## src/rtl/mem_burst_master.sv

```systemverilog
// Burst initiator for a single-port synchronous RAM with a one-cycle registered read.
// Optional range-zeroing command is enabled with `define MEM_BURST_MASTER_CLEAR_EN.
module mem_burst_master #(
    parameter int DATA_WIDTH = 8,
    parameter int ADDR_WIDTH = 16,
    parameter int LEN_WIDTH  = 8
) (
    input  logic                  clk,
    input  logic                  reset,
    input  logic                  cmd_valid,
    output logic                  cmd_ready,
    input  logic                  cmd_write,
`ifdef MEM_BURST_MASTER_CLEAR_EN
    input  logic                  cmd_clear,
`endif
    input  logic [ADDR_WIDTH-1:0] cmd_addr,
    input  logic [LEN_WIDTH-1:0]  cmd_len,
    input  logic                  wr_valid,
    output logic                  wr_ready,
    input  logic [DATA_WIDTH-1:0] wr_data,
    output logic                  rd_valid,
    output logic [DATA_WIDTH-1:0] rd_data,
    output logic                  busy,
    output logic [ADDR_WIDTH-1:0] mem_address,
    output logic [DATA_WIDTH-1:0] mem_data,
    output logic                  mem_we,
    input  logic [DATA_WIDTH-1:0] mem_rdata
);

    typedef enum logic [2:0] {
        ST_IDLE,
        ST_WRITE,
        ST_READ,
`ifdef MEM_BURST_MASTER_CLEAR_EN
        ST_CLEAR,
`endif
        ST_DRAIN
    } state_t;

    localparam logic [ADDR_WIDTH-1:0] ADDR_ONE = 1;
    localparam logic [LEN_WIDTH-1:0]  LEN_ONE  = 1;

    state_t                state_reg, state_next;
    logic [ADDR_WIDTH-1:0] addr_reg, addr_next;
    logic [LEN_WIDTH-1:0]  count_reg, count_next;
    logic                  mem_we_reg, mem_we_next;
    logic [ADDR_WIDTH-1:0] mem_address_reg, mem_address_next;
    logic [DATA_WIDTH-1:0] mem_data_reg, mem_data_next;
    // issue_reg marks an address on the RAM pins this cycle; rd_valid_reg marks its data returning.
    logic                  issue_reg, issue_next;
    logic                  rd_valid_reg;

    always_comb begin
        state_next       = state_reg;
        addr_next        = addr_reg;
        count_next       = count_reg;
        mem_we_next      = 1'b0;
        mem_address_next = mem_address_reg;
        mem_data_next    = mem_data_reg;
        issue_next       = 1'b0;
        case (state_reg)
            ST_IDLE: begin
                if (cmd_valid) begin
                    addr_next  = cmd_addr;
                    count_next = cmd_len;
`ifdef MEM_BURST_MASTER_CLEAR_EN
                    if (cmd_clear)
                        state_next = ST_CLEAR;
                    else
`endif
                    if (cmd_write)
                        state_next = ST_WRITE;
                    else
                        state_next = ST_READ;
                end
            end
            ST_WRITE: begin
                if (wr_valid) begin
                    mem_we_next      = 1'b1;
                    mem_address_next = addr_reg;
                    mem_data_next    = wr_data;
                    addr_next        = addr_reg + ADDR_ONE;
                    count_next       = count_reg - LEN_ONE;
                    if (count_reg == '0)
                        state_next = ST_IDLE;
                end
            end
            ST_READ: begin
                mem_address_next = addr_reg;
                issue_next       = 1'b1;
                addr_next        = addr_reg + ADDR_ONE;
                count_next       = count_reg - LEN_ONE;
                if (count_reg == '0)
                    state_next = ST_DRAIN;
            end
`ifdef MEM_BURST_MASTER_CLEAR_EN
            ST_CLEAR: begin
                mem_we_next      = 1'b1;
                mem_address_next = addr_reg;
                mem_data_next    = '0;
                addr_next        = addr_reg + ADDR_ONE;
                count_next       = count_reg - LEN_ONE;
                if (count_reg == '0)
                    state_next = ST_IDLE;
            end
`endif
            ST_DRAIN: begin
                state_next = ST_IDLE;
            end
            default: begin
                state_next = ST_IDLE;
            end
        endcase
    end

    always_ff @(posedge clk) begin
        if (!reset) begin
            state_reg       <= ST_IDLE;
            addr_reg        <= '0;
            count_reg       <= '0;
            mem_we_reg      <= 1'b0;
            mem_address_reg <= '0;
            mem_data_reg    <= '0;
            issue_reg       <= 1'b0;
            rd_valid_reg    <= 1'b0;
        end else begin
            state_reg       <= state_next;
            addr_reg        <= addr_next;
            count_reg       <= count_next;
            mem_we_reg      <= mem_we_next;
            mem_address_reg <= mem_address_next;
            mem_data_reg    <= mem_data_next;
            issue_reg       <= issue_next;
            rd_valid_reg    <= issue_reg;
        end
    end

    assign cmd_ready   = (state_reg == ST_IDLE);
    assign wr_ready    = (state_reg == ST_WRITE);
    assign rd_valid    = rd_valid_reg;
    assign rd_data     = mem_rdata;
    assign busy        = (state_reg != ST_IDLE) || issue_reg || rd_valid_reg;
    assign mem_address = mem_address_reg;
    assign mem_data    = mem_data_reg;
    assign mem_we      = mem_we_reg;

endmodule

```

## config.mk

```make
export PLATFORM = sky130hd
export DESIGN_NAME = mem_burst_master
export DESIGN_NICKNAME = d
export VERILOG_FILES = /design/src/rtl/mem_burst_master.sv
export SDC_FILE = /design/constraint.sdc
export NUM_CORES = 1
export LEC_CHECK = 0
export ABC_AREA = 1
export CAP_MARGIN = 10
export CORE_AREA = 5 5 80 82
export CTS_CLUSTER_DIAMETER = 200
export DETAILED_ROUTE_END_ITERATION = 12
export DIE_AREA = 0 0 85 87
export MAX_ROUTING_LAYER = met4
export PLACE_DENSITY = 0.83
export REMOVE_ABC_BUFFERS = 1
export SKIP_LAST_GASP = 1
export SLEW_MARGIN = 20
export SYNTH_ARGS = -nofsm -noshare
export SYNTH_HDL_FRONTEND = slang
export SYNTH_SLANG_ARGS = --single-unit
```

## constraint.sdc

```tcl
create_clock -name clk -period 3.7 [get_ports clk]
set_input_delay 0.37 -clock clk [delete_from_list [all_inputs] [get_ports clk]]
set_output_delay 0.37 -clock clk [all_outputs]
set_load 0.005 [all_outputs]
```

==> results.py <==
metrics = {
    "routing": {
        "viasPerCell": 5.11,
        "wl_mm": 6.68,
        "num_vias": 2702,
        "drt_first_iter_violations": 212,
        "postRouteAntennaNets": 0,
        "avgRoutedWirePerCell_um": 12.6,
        "dr.pass1.iters": 4,
        "drc": 0,
    },
    "synthesis": {
        "synth_adder_area_share": 0.0320,
        "synth_flop_cell": "dfxtp_1",
        "synth_top_family_by_area": "simple AND/OR/NAND/NOR gates",
        "avgSynthCellArea_um2": 6.79,
        "synthTopCellsByArea": "dfxtp_1, nor2_1, nand2_1",
        "synth.most_common_cell": "nor2_1",
        "synth_xor_area_frac": 0.0128,
        "syn-cell-area_um2": 2740,
        "synthMuxAreaShare": 0,
        "synthSimpleGateAreaFrac": 0.293,
        "synth_edf_count": 0,
        "ys_warn_count": 0,
        "syn_inst": 403,
        "synth.distinct_cells": 33,
        "synth-compound-area-share": 0.172,
        "ys_seq_area_frac": 0.388,
        "synth_seq_cells": 53,
        "synth_top_area_frac": 0.388,
        "synth_commonest_cells": "nor2_1, nand2_1, dfxtp_1",
        "async_reset_ff_frac": 0,
        "yosysTopAreaCell": "dfxtp_1",
    },
    "clock_tree": {
        "clock-root-buffer": "clkbuf_8",
        "cts.sinks": 53,
        "cts_max_level": 2,
        "clock_latency_ns": 0.31,
        "cts_made_buffers": 5,
        "hold_buffers": 0,
        "tritoncts": "built",
        "postCtsSetupBuffers": 0,
        "cts_buffer_depth": 2,
        "ctsResizeCount": 0,
        "cts.clk_slew.worst_paths_ns": 0.09,
    },
    "timing": {
        "fin_crit_sh": 0.591,
        "hold_viol_final": 0,
        "fin_worst_skew_ns": 0.00703,
        "final-setup-viol-count": 0,
        "slew_headroom": 0.566,
        "report.final.slew_viol_count": 0,
        "rsz0062_at_grt": "no",
        "post-route-min-period_ns": 2.19,
        "timing.fmax_ghz": 0.457,
        "tightestPinTransition_ns": 0.650,
        "fin_setup_tns_ns": 0,
    },
    "floorplan": {
        "io_pins": 82,
        "dieHeight_um": 87,
        "die-area_um2": 7400,
        "num_rows": 28,
        "start_util": 0.482,
        "dieWidth_um": 85,
        "fp.coreArea_um2": 5680,
    },
    "cells_and_area": {
        "drive_above_1_share": 0.0419,
        "layout.cells.non_filler": 529,
        "final_core_util": 0.610,
        "diodes": 0,
        "fin_nets": 505,
        "syn_to_final_growth_pct": 26.6,
    },
    "worst_setup_path": {
        "critPathCapture": "busy",
        "worst-r2r-setup-slack_ns": 1.52,
        "critPathMostFrequentCell": "inv_1",
        "cp_slowest_cell": "clkdlybuf4s50_1",
        "cpPeakStageDelay_ns": 0.45,
        "cp_max_fo": 4,
        "reg2reg_from": "state_reg[0]",
        "crit_chain": "inv_1 > ha_1 > inv_1 > or3_1 > clkdlybuf4s50_1",
        "cp_data_required_time_ns": 3.33,
        "startpoint_type": "flop",
        "crit_start": "state_reg[0]",
        "worstPathArrival_ns": 1.82,
        "cp-end-kind": "output pin",
        "crit_type": "reg -> out",
        "worst_r2r_endpoint": "count_reg[7]",
        "reg2reg_depth": 8,
    },
    "global_route": {
        "overflow": 0,
        "grt_usage": 0.194,
        "grt_max_degree": 36,
        "antenna_found_initial": 0,
        "grt_first_pass_wirelength_mm": 11.6,
        "grt_pass1_vias": 2769,
    },
    "power_and_ir_drop": {
        "leakagePower_nw": 1.44,
        "pwr-share-clk": 0.135,
        "power_frac_seq": 0.319,
        "internal-power_mw": 1.70,
        "p_sw_mw": 1.32,
        "vdd_drop_max_uv": 559,
        "powerDensity_nw_per_um2": 871,
        "power_frac_comb": 0.546,
        "switching_share": 0.438,
    },
    "place": {
        "place_inst": 521,
        "routabilityCongestion": 0.891,
        "place_hpwl_mm": 4.69,
        "port_buffers": 65,
    },
    "run_status": {
        "status": "finished, final reports clean",
    },
    "job": {
        "drv_cap": 0,
    },
    "worst_hold_path": {
        "hp-class": "reg -> reg",
    },
}
==> worst min-delay path by stage <==
stage	from	to	slack [ns]	cells past startpoint
final	issue_reg	rd_valid	0.45	2
after global routing	count_reg[5]	count_reg[5]	0.48	2
after CTS	issue_reg	rd_valid	0.45	2
after detailed placement	issue_reg	rd_valid	0.44	2
after global placement	issue_reg	rd_valid	0.42	2
after floorplan	issue_reg	rd_valid	0.41	2
==> placed cells by master, fill, tap and decap left out, drive strengths merged <==
cell / count
o21ai: 51
inv: 33
nand3: 21
nand4: 6
bufinv: 1
nor3: 1
or2: 3
nor2: 85
a21oi: 34
o21a: 1
o31ai: 1
or3: 1
xor2: 4
a211oi: 1
dfxtp: 53
clkbuf: 7
a31oi: 1
o22ai: 1
clkinv: 1
buf: 2
nand2: 74
ha: 7
clkdlybuf4s50: 65
==> power by group through the flow <==
stage | Sequential (mW) | Clock, mW | Combinational, mW
global placement | 0.960 | 0 | 1.59
global route | 0.993 | 0.434 | 1.90
detailed placement | 0.972 | 0 | 1.64
floorplan | 0.947 | 0 | 1.10
CTS | 0.960 | 0.410 | 1.66
finish | 0.962 | 0.408 | 1.65
==> worst max-delay path, delay by kind of cell, from the launching register on <==
family	cells	cell delay, ns
simple gates	1	0.31
flops	1	0.35
fa+ha+maj	1	0.20
buf+inv	3	0.64
==> cells by family (layout without fill, tap and decap cells) <==
family	after synthesis	count (layout)
AOI/OAI and AO/OA	90	90
xor gates and xnor gates	4	4
adders and majority gates	7	7
buffers and inverters	58	109
DFF	53	53
and+or+nand+nor	191	191
==> area by class of cell <==
type | instances | area [um^2]
tap | 75 | 93.8
fill | 557 | 2210
clock inverter | 1 | 30.0
inverter | 34 | 130
sequential | 53 | 1060
timing repair buffer | 67 | 666
multi-input combinational | 292 | 1400
clock buffer | 7 | 86.3
==> layer usage <==
metal  share of wire  GRT usage
met4           0.014     0.0662
met1            0.41      0.213
met2            0.51      0.341
met3           0.065     0.0492
met5               0          -
==> stage by stage <==
step / instance area [um^2] / hold slack (ns) / setup WS [ns] / total power [mW]
CTS: 3460 / 0.452 / 1.51 / 3.03
floorplan: 2590 / 0.406 / 1.55 / 2.05
detailed placement: 3350 / 0.438 / 1.54 / 2.61
global route: 3460 / 0.484 / 1.29 / 3.32
finish: 3460 / 0.450 / 1.51 / 3.02
global placement: 3350 / 0.424 / 1.65 / 2.55
Note: power is estimated with default switching activity, not from simulation.
